<file path="src/rtl/serial_ripple_borrow_subtractor_pkg.sv">
// Shared state encoding and sizing helpers for the bit-serial borrow subtractor.
package serial_ripple_borrow_subtractor_pkg;

    typedef enum logic [1:0] {
        S_IDLE = 2'd0,
        S_RUN  = 2'd1,
        S_DONE = 2'd2
    } state_t;

    // Bit counter only has to reach WIDTH-1, so $clog2(WIDTH) bits suffice.
    function automatic int cnt_width(input int width);
        return (width <= 2) ? 1 : $clog2(width);
    endfunction

endpackage

</file>
<file path="src/rtl/serial_ripple_borrow_subtractor_full_subtractor.sv">
// Single-bit full subtractor cell: diff = a - b - borrow_in.
module full_subtractor (
    input  logic i_bit1,
    input  logic i_bit2,
    input  logic i_borrow,
    output logic o_diff,
    output logic o_borrow
);

    assign o_diff   = i_bit1 ^ i_bit2 ^ i_borrow;
    assign o_borrow = (~i_bit1 & i_bit2) | (~(i_bit1 ^ i_bit2) & i_borrow);

endmodule

</file>
<file path="src/rtl/serial_ripple_borrow_subtractor.sv">
// Bit-serial i_min - i_sub, LSB first, one full-subtractor cell and a registered borrow.
module serial_ripple_borrow_subtractor
    import serial_ripple_borrow_subtractor_pkg::*;
#(
    parameter int WIDTH = 8
) (
    input  logic             i_clk,
    input  logic             i_rst_n,
    input  logic             i_start,
    input  logic [WIDTH-1:0] i_min,
    input  logic [WIDTH-1:0] i_sub,
    output logic             o_busy,
    output logic             o_done,
    output logic [WIDTH:0]   o_result
);

    localparam int CW = cnt_width(WIDTH);

    state_t           state;
    logic [WIDTH-1:0] min_sr;
    logic [WIDTH-1:0] sub_sr;
    logic [WIDTH-1:0] diff_sr;
    logic             borrow;
    logic [CW-1:0]    cnt;
    logic             d;
    logic             bout;

    full_subtractor u_fs (
        .i_bit1  (min_sr[0]),
        .i_bit2  (sub_sr[0]),
        .i_borrow(borrow),
        .o_diff  (d),
        .o_borrow(bout)
    );

    always_ff @(posedge i_clk or negedge i_rst_n) begin
        if (!i_rst_n) begin
            state    <= S_IDLE;
            min_sr   <= '0;
            sub_sr   <= '0;
            diff_sr  <= '0;
            borrow   <= 1'b0;
            cnt      <= '0;
            o_busy   <= 1'b0;
            o_done   <= 1'b0;
            o_result <= '0;
        end else begin
            case (state)
                S_IDLE, S_DONE: begin
                    o_done <= 1'b0;
                    if (i_start) begin
                        min_sr <= i_min;
                        sub_sr <= i_sub;
                        borrow <= 1'b0;
                        cnt    <= '0;
                        o_busy <= 1'b1;
                        state  <= S_RUN;
                    end else begin
                        state  <= S_IDLE;
                    end
                end
                S_RUN: begin
                    diff_sr <= {d, diff_sr[WIDTH-1:1]};
                    min_sr  <= {1'b0, min_sr[WIDTH-1:1]};
                    sub_sr  <= {1'b0, sub_sr[WIDTH-1:1]};
                    borrow  <= bout;
                    // Final bit: publish the result directly, counter stays put.
                    if (cnt == CW'(WIDTH - 1)) begin
                        o_result <= {bout, d, diff_sr[WIDTH-1:1]};
                        o_done   <= 1'b1;
                        o_busy   <= 1'b0;
                        state    <= S_DONE;
                    end else begin
                        cnt <= cnt + 1'b1;
                    end
                end
                default: begin
                    o_busy <= 1'b0;
                    o_done <= 1'b0;
                    state  <= S_IDLE;
                end
            endcase
        end
    end

endmodule

</file>
<file path="config.mk">
export PLATFORM = sky130hd
export DESIGN_NAME = serial_ripple_borrow_subtractor
export DESIGN_NICKNAME = d
export VERILOG_FILES = /design/src/rtl/serial_ripple_borrow_subtractor_pkg.sv /design/src/rtl/serial_ripple_borrow_subtractor_full_subtractor.sv /design/src/rtl/serial_ripple_borrow_subtractor.sv
export SDC_FILE = /design/constraint.sdc
export NUM_CORES = 1
export LEC_CHECK = 0
export ABC_AREA = 1
export BUFFER_PORTS_ARGS = -buffer_cell sky130_fd_sc_hd__buf_4
export CAP_MARGIN = 20
export CORE_AREA = 2 2 81 60
export CTS_CLUSTER_DIAMETER = 60
export DETAILED_ROUTE_END_ITERATION = 6
export DIE_AREA = 0 0 83 62
export PLACE_DENSITY = 0.67
export SYNTH_ARGS = -nofsm -noshare
export SYNTH_HDL_FRONTEND = slang
export SYNTH_SLANG_ARGS = --single-unit
</file>
<file path="constraint.sdc">
create_clock -name i_clk -period 2.7 [get_ports i_clk]
set_input_delay 0.405 -clock i_clk [delete_from_list [all_inputs] [get_ports i_clk]]
set_output_delay 0.405 -clock i_clk [all_outputs]
set_load 0.01 [all_outputs]
</file>
-- After elaboration in Yosys (flattened, before gate mapping)
Cells that the tools add are included.
- add/sub/neg operators: 1
- $mul: 0
- divide/modulo/power cells: 0
- order comparisons: 0
- equal/unequal tests: 6
- shift operators: 0
- muxes and demuxes: 17
- bitwise operators: 7
- reductions and logical operators: 7
- operators with widths (cell ; number):
    8-bit one-hot mux with 2 select lines ; 2
    8-bit 2-to-1 mux ; 2
    1-bit 2-to-1 mux ; 6
    3-bit 2-to-1 mux ; 2
    2-bit != test (second input constant) ; 3
    3-bit one-hot mux with 2 select lines ; 1
    2-bit AND reduction ; 3
    1-bit one-hot mux with 2 select lines ; 2
    2-bit one-hot mux with 2 select lines ; 1
    3-bit by 1-bit adder with 3-bit output (second input constant) ; 1
    3-bit equality test (second input constant) ; 1
    3-bit AND reduction ; 1
    1-bit bitwise AND ; 2
    2-bit by 1-bit equality test with 1-bit output (second input constant) ; 1
    2-bit equality test (second input constant) ; 1
    2-bit zero test ; 1
    2-bit 2-to-1 mux ; 1
    1-bit inverter ; 2
    2-bit nonzero test ; 1
    2-bit OR reduction ; 1
    1-bit bitwise XOR ; 2
    1-bit OR ; 1
- register bits after elaboration: 41
- latch bits: 0
- RAM bits: 0
- memory bits (read-only): 0
- bits of input ports: 19
- output and inout port bits: 11
- word-level logic and storage cells: 47
- memories: 0

-- Depth between registers and ports, before layout
Gate-level depths: netlist of the first run.
- word-level depth: 5
- mapped depth: 7
- mapped depth without buffers: 7

-- By module
From an unflattened synthesis of the first run, not the netlist that was laid out.
- cells, all modules: 226
- area, all modules: 1813.0 um^2
- by module, submodules not included (module ; times used ; cells an instance ; area each (um^2) ; seq. area each (um^2)):
    serial_ripple_borrow_subtractor ; 1 ; 222 ; 1781.7 ; 975.9
    full_subtractor ; 1 ; 4 ; 31.3 ; 0.0

-- Least setup slack after synthesis of the first run
No wires, ideal clock.
- path type: register to register
- start: reg cnt[0]
- end: reg cnt[0]
- data arrival time: 1.124 ns
- required time: 2.582 ns
- slack: 1.459 ns
- stages on the path, launching flop included: 7
- buffers on the path: 0
- period minus slack after synthesis: 1.241 ns
- path through: dfrtp_1 ha_1 ha_1 inv_1 nand3_1 nand3_1 nand2_1
- longest elaborated chain between the ends: 3
- ends and longest elaborated chain (element ; RTL line ; RTL):
    start, declared ; serial_ripple_borrow_subtractor.sv:24 ; logic [CW-1:0] cnt;
    start signal, assigned ; serial_ripple_borrow_subtractor.sv:74 ; cnt <= cnt + 1'b1;
    3-bit by 1-bit adder with 3-bit output / 3-bit equality test (equally long branches) ; serial_ripple_borrow_subtractor.sv:74, serial_ripple_borrow_subtractor.sv:68 ;
    3-bit 2-to-1 mux / 2-bit != test (equally long branches) ; -- ;
    3-bit one-hot mux with 2 select lines / 3-bit AND reduction (equally long branches) ; -- ;
Parallel ways exist; a longest one is shown, timed or not. The select of a mux whose other input is x is not followed.
A chain may end at the register's enable or synchronous reset.

-- Worst setup path in the final report of the first run
- start: reg state[0]
- end: reg min_sr[3]
- longest elaborated chain between the ends: 4
- ends and longest elaborated chain (element ; RTL line ; RTL):
    start, declared ; serial_ripple_borrow_subtractor.sv:19 ; state_t state;
    start signal, assigned ; serial_ripple_borrow_subtractor.sv:38 ; state <= S_IDLE;
    start signal, assigned ; serial_ripple_borrow_subtractor.sv:57 ; state <= S_RUN;
    start signal, assigned ; serial_ripple_borrow_subtractor.sv:59 ; state <= S_IDLE;
    2-bit equality test / 2-bit zero test (equally long branches) ; serial_ripple_borrow_subtractor.sv:48 ; case (state)
    2-bit OR reduction ; serial_ripple_borrow_subtractor.sv:48 ;
    2-bit != test (no source line) / 2-bit nonzero test (equally long branches) ; -- ;
    2-bit AND reduction (no source line) ; -- ;
    end signal, assigned ; serial_ripple_borrow_subtractor.sv:52 ; min_sr <= i_min;
    end signal, assigned ; serial_ripple_borrow_subtractor.sv:64 ; min_sr <= {1'b0, min_sr[WIDTH-1:1]};
    end, declared ; serial_ripple_borrow_subtractor.sv:20 ; logic [WIDTH-1:0] min_sr;
Parallel ways exist; a longest one is shown, timed or not.

==> results of run 1 <==
-- logic make-up (layout without fill, tap and decap cells) --
family	after synthesis	count (layout)
buffers and inverters	53	81
DFF	39	39
AOI/OAI and AO/OA	18	18
and+or+nand+nor	110	110
adders and majority gates	3	3
-- sequential cells by signal, indices dropped and copies added (netlist names) --
name,flops
diff_sr,7
sub_sr,8
state,1
o_done,1
min_sr,8
o_busy,1
cnt,3
o_result,9
borrow,1
-- report_power, final --
group          switching [mW]  leakage, nW  total [mW]  internal (mW)
Clock                   0.197       0.0515       0.430          0.233
Combinational           0.637        0.694        1.07          0.432
Sequential              0.181        0.485        1.04          0.863
Total                    1.01         1.23        2.54           1.53
-- metal layers --
layer / vias to the layer above / track usage / share of wire
li1: 735 / - / -
met1: 646 / 0.198 / 0.51
met2: 25 / 0.244 / 0.43
met3: 8 / 0.0370 / 0.039
met4: 0 / 0.0867 / 0.023
met5: - / 0 / 0
-- worst max-delay path, cell delays in order (launching register included) --
cell	delay, ns
dfrtp_1	0.81
nand2_4	0.32
nand2_4	0.28
inv_4	0.11
nand2_1	0.09
nand2_1	0.05
-- placed cells by master, fill, tap and decap left out --
cell type,synthesis,final
buf_4,2,29
clkbuf_1,1,1
clkbuf_8,0,7
dfrtp_1,39,39
fa_1,1,1
ha_1,2,2
inv_1,41,41
inv_2,1,1
inv_4,2,2
nand2_1,69,69
nand2_2,1,1
nand2_4,3,3
nand3_1,32,32
nand4_1,3,3
nor2_2,1,1
o21ai_0,10,10
o21ai_2,8,8
or2_1,1,1
-- final cells by class --
type                    count  area, um2  share of cell area
multi-input cells         131        656               0.299
repair buffers             29        218              0.0994
well taps                  57       71.3              0.0326
inverters                  44        170              0.0777
clock buffers               8        100              0.0457
flip-flops and latches     39        976               0.445
-- metrics by stage --
step           std cells  setup slack (ns)  instance area [um2]
2_1_floorplan        223              1.46                 1880
3_3_place_gp         300             0.991                 2090
3_5_place_dp         300             0.923                 2090
4_1_cts              308             0.920                 2190
5_1_grt              308             0.782                 2190
6_report             308             0.923                 2190
-- path summary, 6_finish.rpt --
path,to,depth (start not counted),from,slack (ns)
worst min-delay path,o_result[5],1,i_rst_n,0.07
max in group asynchronous,min_sr[7],1,i_rst_n,2.28
worst max-delay path,min_sr[3],5,state[0],0.92
worst max register to register,min_sr[3],5,state[0],0.92
worst min register to register,o_result[0],2,diff_sr[1],0.48
min in group i_clk,sub_sr[7],3,i_sub[7],0.32
==> impl_results.md, run 1 <==
* CTS Buf Count at 5
* Yosys warning total at 0
* Vias at 1,414
* Leak pwr at ~1.2 nW
* Most numerous cell in the Yosys netlist: nand2_1
* Register area share after synthesis at 0.520
* Ratio of cells with drive above 1 in the final layout at 0.207
* Mapped Avg Cell Area at between 8 and 9 um2
* Core ar. at around 0.0045 mm2
* Power per cell area at about 1200 mW/mm2
* Post-synthesis adder-cell area fraction at 0.0240
* CTS tree: done
* Largest family of logic cells by synthesized area: simple AND/OR/NAND/NOR gates
* Slew margin rel. at 0.520
* Clock-pin slew on the worst setup and hold paths at 0.08 ns
* Die ar. at just over 0.005 mm2
* Initial antenna violation count at 0
* Hold WC Path Type: input port to asynchronous set/reset pin
* WL/cell at around 11 um
* Worst skew pair latency at 0.29 ns
* WP data arrival at around 2.0 ns
* VDD IR max at approximately 0.44 mV
* WS Path Type: flop to flop
* Syn Nets at roughly 250
* Max_cap viols at 0
* CTS max path bufs at 2
* Max Slew Vio Count at 0
* Final period util at 0.658
* DRT iter0 DRCs at about 100
* RSZ-0062 raised after global routing: no
* XOR/XNOR Fraction of Synth Area at 0
* Post-route ant nets at 0
* WHS at approximately 0.074 ns
* CTS resizes at 0
* Die height at approximately 62 um
* CP Launch Type: flop
* CTS HTree Levels at 2
* Final GP Congestion at between 0.7 and 0.8
* Initial core utilization at 0.417
* FMAX at approximately 560 MHz
* Required time worst endpoint at around 2.9 ns
* Mux cell area share after synthesis at 0
* FF+latch count, synth at 39
* Post-synth top area cell: dfrtp_1
* Grt ovf at 0
* Ports at 30
* Outcome: finished, final reports clean
* Total GRT Usage at 0.153
* # rows at 21
* # fillers at approximately 450
* Clock Sinks at 39
* TritonRoute pass-1 iters at 4
* Area Overhead vs Synth at 16.8%
* Post-synthesis compound-gate area fraction at 0.0640
* Crit-path max FO at 30
* Clock root cell: clkbuf_8
* Top cells by count, synth: nand2_1 (69), inv_1 (41), dfrtp_1 (39), nand3_1 (32), o21ai_0 (10)
* Final core utilization at 0.488
* Drt drc at 0
* IO Port Bufs at 29
* Final Power at between 2 and 3 mW
* First-pass GRT wire length at between 6000 and 7000 um
* Post-DR vias/cell at 4.59
* Crit end category: flop
* Synthesized area at between 0.0015 and 0.002 mm2
* Vias in the first global route at approximately 1,400
* Setup Fix Bufs, Post-CTS at 0
* Post-Synth Simple-Gate Area at 0.262
* Top FF cell, synth: dfrtp_1
* Post-synth EDFFs at 0
* Asr flop ratio synth at 1.00
* Top post-synthesis cells by area: dfrtp_1 (52%), nand2_1 (14%), nand3_1 (8.5%)
* Clock skew at approximately 0.0073 ns
* Post-layout minimum cycle time at roughly 1.8 ns
* Nets at 272
* Post-synth top area share at 0.520
* CTS Hold Bufs at 0
* Die width at roughly 83 um
* Synth cell types at 19
* HPWL Detailed at 2320 um
* Final setup viols at 0
* Setup TNS at 0 ns
* Largest net degree at the start of global routing at 40
* Routed Wire Length at around 3500 um
* # diodes at 0
* Cells after Synth at between 200 and 250
* Slew @ Worst Pin at 0.720 ns
* Final Hold Fails at 0
Note: power is estimated with default switching activity, not from simulation.
==> inputs of run 2 (changes only) <==
--- a/config.mk
+++ b/config.mk
@@ -5,7 +5,7 @@
 export SDC_FILE = /design/constraint.sdc
 export NUM_CORES = 1
 export LEC_CHECK = 0
-export ABC_AREA = 1
+export ABC_AREA = 0
 export BUFFER_PORTS_ARGS = -buffer_cell sky130_fd_sc_hd__buf_4
 export CAP_MARGIN = 20
 export CORE_AREA = 2 2 81 60
==> constraint.sdc (replaced) <==
create_clock -name i_clk -period 1.85 [get_ports i_clk]
set_input_delay 0.2775 -clock i_clk [delete_from_list [all_inputs] [get_ports i_clk]]
set_output_delay 0.2775 -clock i_clk [all_outputs]
set_load 0.01 [all_outputs]
==> impl_results.md, run 2 <==
* Most frequent CP cell: ha_1
* CTS HTree Levels at 2 (unchanged)
* Largest Register: o_result (unchanged)
* CTS max path bufs at 2 (unchanged)
* VDD IR max at 0.640 mV (was 0.442 mV)
* Final Power at 3.50 mW (was 2.54 mW)
* CTS Hold Bufs at 1 (was 0)
* DRT iter0 DRCs at 55 (was 104)
* CP cell instances: ha_1 > ha_1 > nor2_1 > a21bo_2 > mux2i_1 (was nand2_4 > nand2_4 > inv_4 > nand2_1 > nand2_1)
* Die height at 62 um (unchanged)
* Most numerous cell in the Yosys netlist: dfrtp_1 (was nand2_1)
* Critical path's top delay family: adder cells (was flip-flops)
* Final setup viols at 0 (unchanged)
* Die ar. at 0.00515 mm2 (unchanged)
* # rows at 21 (unchanged)
* IO Port Bufs at 29 (unchanged)
* Worst skew pair latency at 0.29 ns (about the same)
* Crit end category: flop (unchanged)
* HPWL Detailed at 2360 um (was 2320 um)
* Initial core utilization at 0.419 (was 0.417)
* Top cells by count, synth: dfrtp_1 (39), mux2i_1 (15), a21oi_1 (14), a211oi_1 (12), nor2b_1 (12) (was nand2_1 (69), inv_1 (41), dfrtp_1 (39), nand3_1 (32), o21ai_0 (10))
* Most frequent cells in the layout: dfrtp_1 (39), buf_4 (32), mux2i_1 (15) (was nand2_1 (69), inv_1 (41), dfrtp_1 (39))
* TritonRoute pass-1 iters at 4 (unchanged)
* Clock root cell: clkbuf_8 (unchanged)
* WP data arrival at 1.79 ns (was 1.96 ns)
* Regs by FF count: o_result: 9 flops, min_sr: 8 flops, sub_sr: 8 flops (unchanged)
* Ratio of cells with drive above 1 in the final layout at 0.306 (was 0.207)
* Core ar. at 0.00449 mm2 (unchanged)
* Post-synth top area cell: dfrtp_1 (unchanged)
* Clock Sinks at 39 (unchanged)
* Placed inst area at 0.00210 mm2 (was 0.00209 mm2)
* Nets at 207 (was 272)
* Register area share after synthesis at 0.518 (was 0.520)
* Top FF cell, synth: dfrtp_1 (unchanged)
* Outcome: finished, final reports clean (unchanged)
* FF+latch count, synth at 39 (unchanged)
* Setup Fix Bufs, Post-CTS at 0 (unchanged)
* Power per cell area at 1590 mW/mm2 (was 1160 mW/mm2)
* CTS Buf Count at 5 (unchanged)
* Yosys warning total at 0 (unchanged)
* Leak pwr at 1.01 nW (was 1.23 nW)
* Vias at 1,265 (was 1,414)
* Synthesized area at 0.00188 mm2 (about the same)
* Synth cell types at 24 (was 19)
* WHS at 0.259 ns (was 0.0735 ns)
* Mapped Avg Cell Area at 12.1 um2 (was 8.41 um2)
* WS Path Type: flop to flop (unchanged)
* Syn Nets at 178 (was 245)
* Slew margin rel. at 0.678 (was 0.520)
* Initial antenna violation count at 0 (unchanged)
* # diodes at 0 (unchanged)
* Post-route ant nets at 0 (unchanged)
* Crit-path max FO at 7 (was 30)
* Die width at 83 um (unchanged)
* Post-synth EDFFs at 0 (unchanged)
* Clock skew at 0.00570 ns (was 0.00735 ns)
* CTS resizes at 0 (unchanged)
* Largest stage delay, worst path at 0.40 ns (was 0.81 ns)
* Final Hold Fails at 0 (unchanged)
* Post-layout minimum cycle time at 1.62 ns (was 1.78 ns)
* Final GP Congestion at 0.703 (was 0.765)
* FMAX at 618 MHz (was 563 MHz)
* CP Launch Type: flop (unchanged)
* Required time worst endpoint at 2.02 ns (was 2.88 ns)
* CTS tree: done (unchanged)
* Ports at 30 (unchanged)
* Post-synth top area share at 0.518 (was 0.520)
* Drt drc at 0 (unchanged)
* Final period util at 0.874 (was 0.658)
* Top post-synthesis cells by area: dfrtp_1 (52%), mux2i_1 (8.0%), mux2_4 (5.6%) (was dfrtp_1 (52%), nand2_1 (14%), nand3_1 (8.5%))
* Setup TNS at 0 ns (unchanged)
* WL/cell at 13.8 um (was 11.3 um)
* Max_cap viols at 0 (unchanged)
* CP max stage cell: dfrtp_1 (unchanged)
* Max Slew Vio Count at 0 (unchanged)
* RSZ-0062 raised after global routing: no (unchanged)
* Largest net degree at the start of global routing at 40 (unchanged)
* Hold WC Path Type: input port to flop (was input port to asynchronous set/reset pin)
* Vias in the first global route at 1,273 (was 1,380)
* First-pass GRT wire length at 5610 um (was 6080 um)
* Slew @ Worst Pin at 0.482 ns (was 0.720 ns)
* Clock-pin slew on the worst setup and hold paths at 0.08 ns (about the same)
* Routed Wire Length at 3360 um (was 3470 um)
* Total GRT Usage at 0.139 (was 0.153)
* Post-DR vias/cell at 5.21 (was 4.59)
* Worst Path Buf+Inv at 0 (was 1)
* Cells after Synth at 156 (was 223)
* # fillers at 418 (was 445)
* Commonest non-fill, non-tap cell in the layout: dfrtp_1 (was nand2_1)
* Grt ovf at 0 (unchanged)
* Area Overhead vs Synth at 17.0% (was 16.8%)
* Max reg flops at 9 (unchanged)
* Final core utilization at 0.490 (was 0.488)
* Asr flop ratio synth at 1.00 (unchanged)
* Fin area at 0.00220 mm2 (was 0.00219 mm2)
## run 2: cell count changes in the layout (fill, tap and decap cells not counted), sizes merged, moves of 13 or more
cell / delta
nand2: -65
inv: -39
nand3: -28
mux2: +15
mux2i: +15
a21oi: +14
o21ai: -13
## run 2: cell families (layout without fill, tap and decap cells)
| group | count (synthesis) | after routing | synth area share |
|---|---|---|---|
| buf+inv | 16 | 46 | 0.0578 |
| flops | 39 | 39 | 0.518 |
| compound gates | 38 | 38 | 0.127 |
| mux | 30 | 30 | 0.183 |
| fa+ha+maj | 3 | 3 | 0.0239 |
| simple gates | 30 | 30 | 0.0897 |
## run 2: tightest hold or removal path: cells and delay by family
kind                   cells  cell delay (ns)
buffers and inverters      1             0.08
AO/OA/AOI/OAI              2             0.15
## run 2: per-stage QoR
stage                     instances  worst slack [ns]
final                           243             0.232
after detailed placement        234             0.244
after global placement          234             0.391
after floorplan                 156             0.420
after CTS                       243             0.235
after global routing            243             0.127
## run 2: worst paths after layout
path                        startpoint  depth (start not counted)  slack, ns           to
max                             cnt[0]                          5       0.23       cnt[0]
min                           i_min[5]                          3       0.26    min_sr[5]
max reg2reg                     cnt[0]                          5       0.23       cnt[0]
min reg2reg                o_result[8]                          2       0.50  o_result[8]
max in group asynchronous      i_rst_n                          2       1.01    min_sr[7]
min in group asynchronous      i_rst_n                          2       0.49  o_result[4]
## run 2: routing by layer
metal  global-route usage  routed length (um)  share of wire  up-vias
met4               0.0539                  44          0.013        0
met1                0.159                1450           0.43      633
met3               0.0396                  91          0.027        4
li1                     -                   -              -      608
met2                0.257                1780           0.53       20
met5                    0                   0              0        -
## run 2: power by group
part	leakage (nW)	internal, mW	switching, mW	total (mW)
sequential	0.468	1.26	0.284	1.55
combinational	0.499	0.771	0.626	1.40
clock	0.0402	0.262	0.294	0.556
total	1.01	2.30	1.20	3.50
## run 2: area by class of cell
class                      instances  area [um2]  share of cell area
inverter                           5        18.8             0.00852
sequential                        39         976               0.443
timing repair buffer              33         250               0.114
clock inverter                     3        20.0             0.00909
multi-input combinational        101         798               0.362
clock buffer                       5        68.8              0.0312
tap                               57        71.3              0.0324
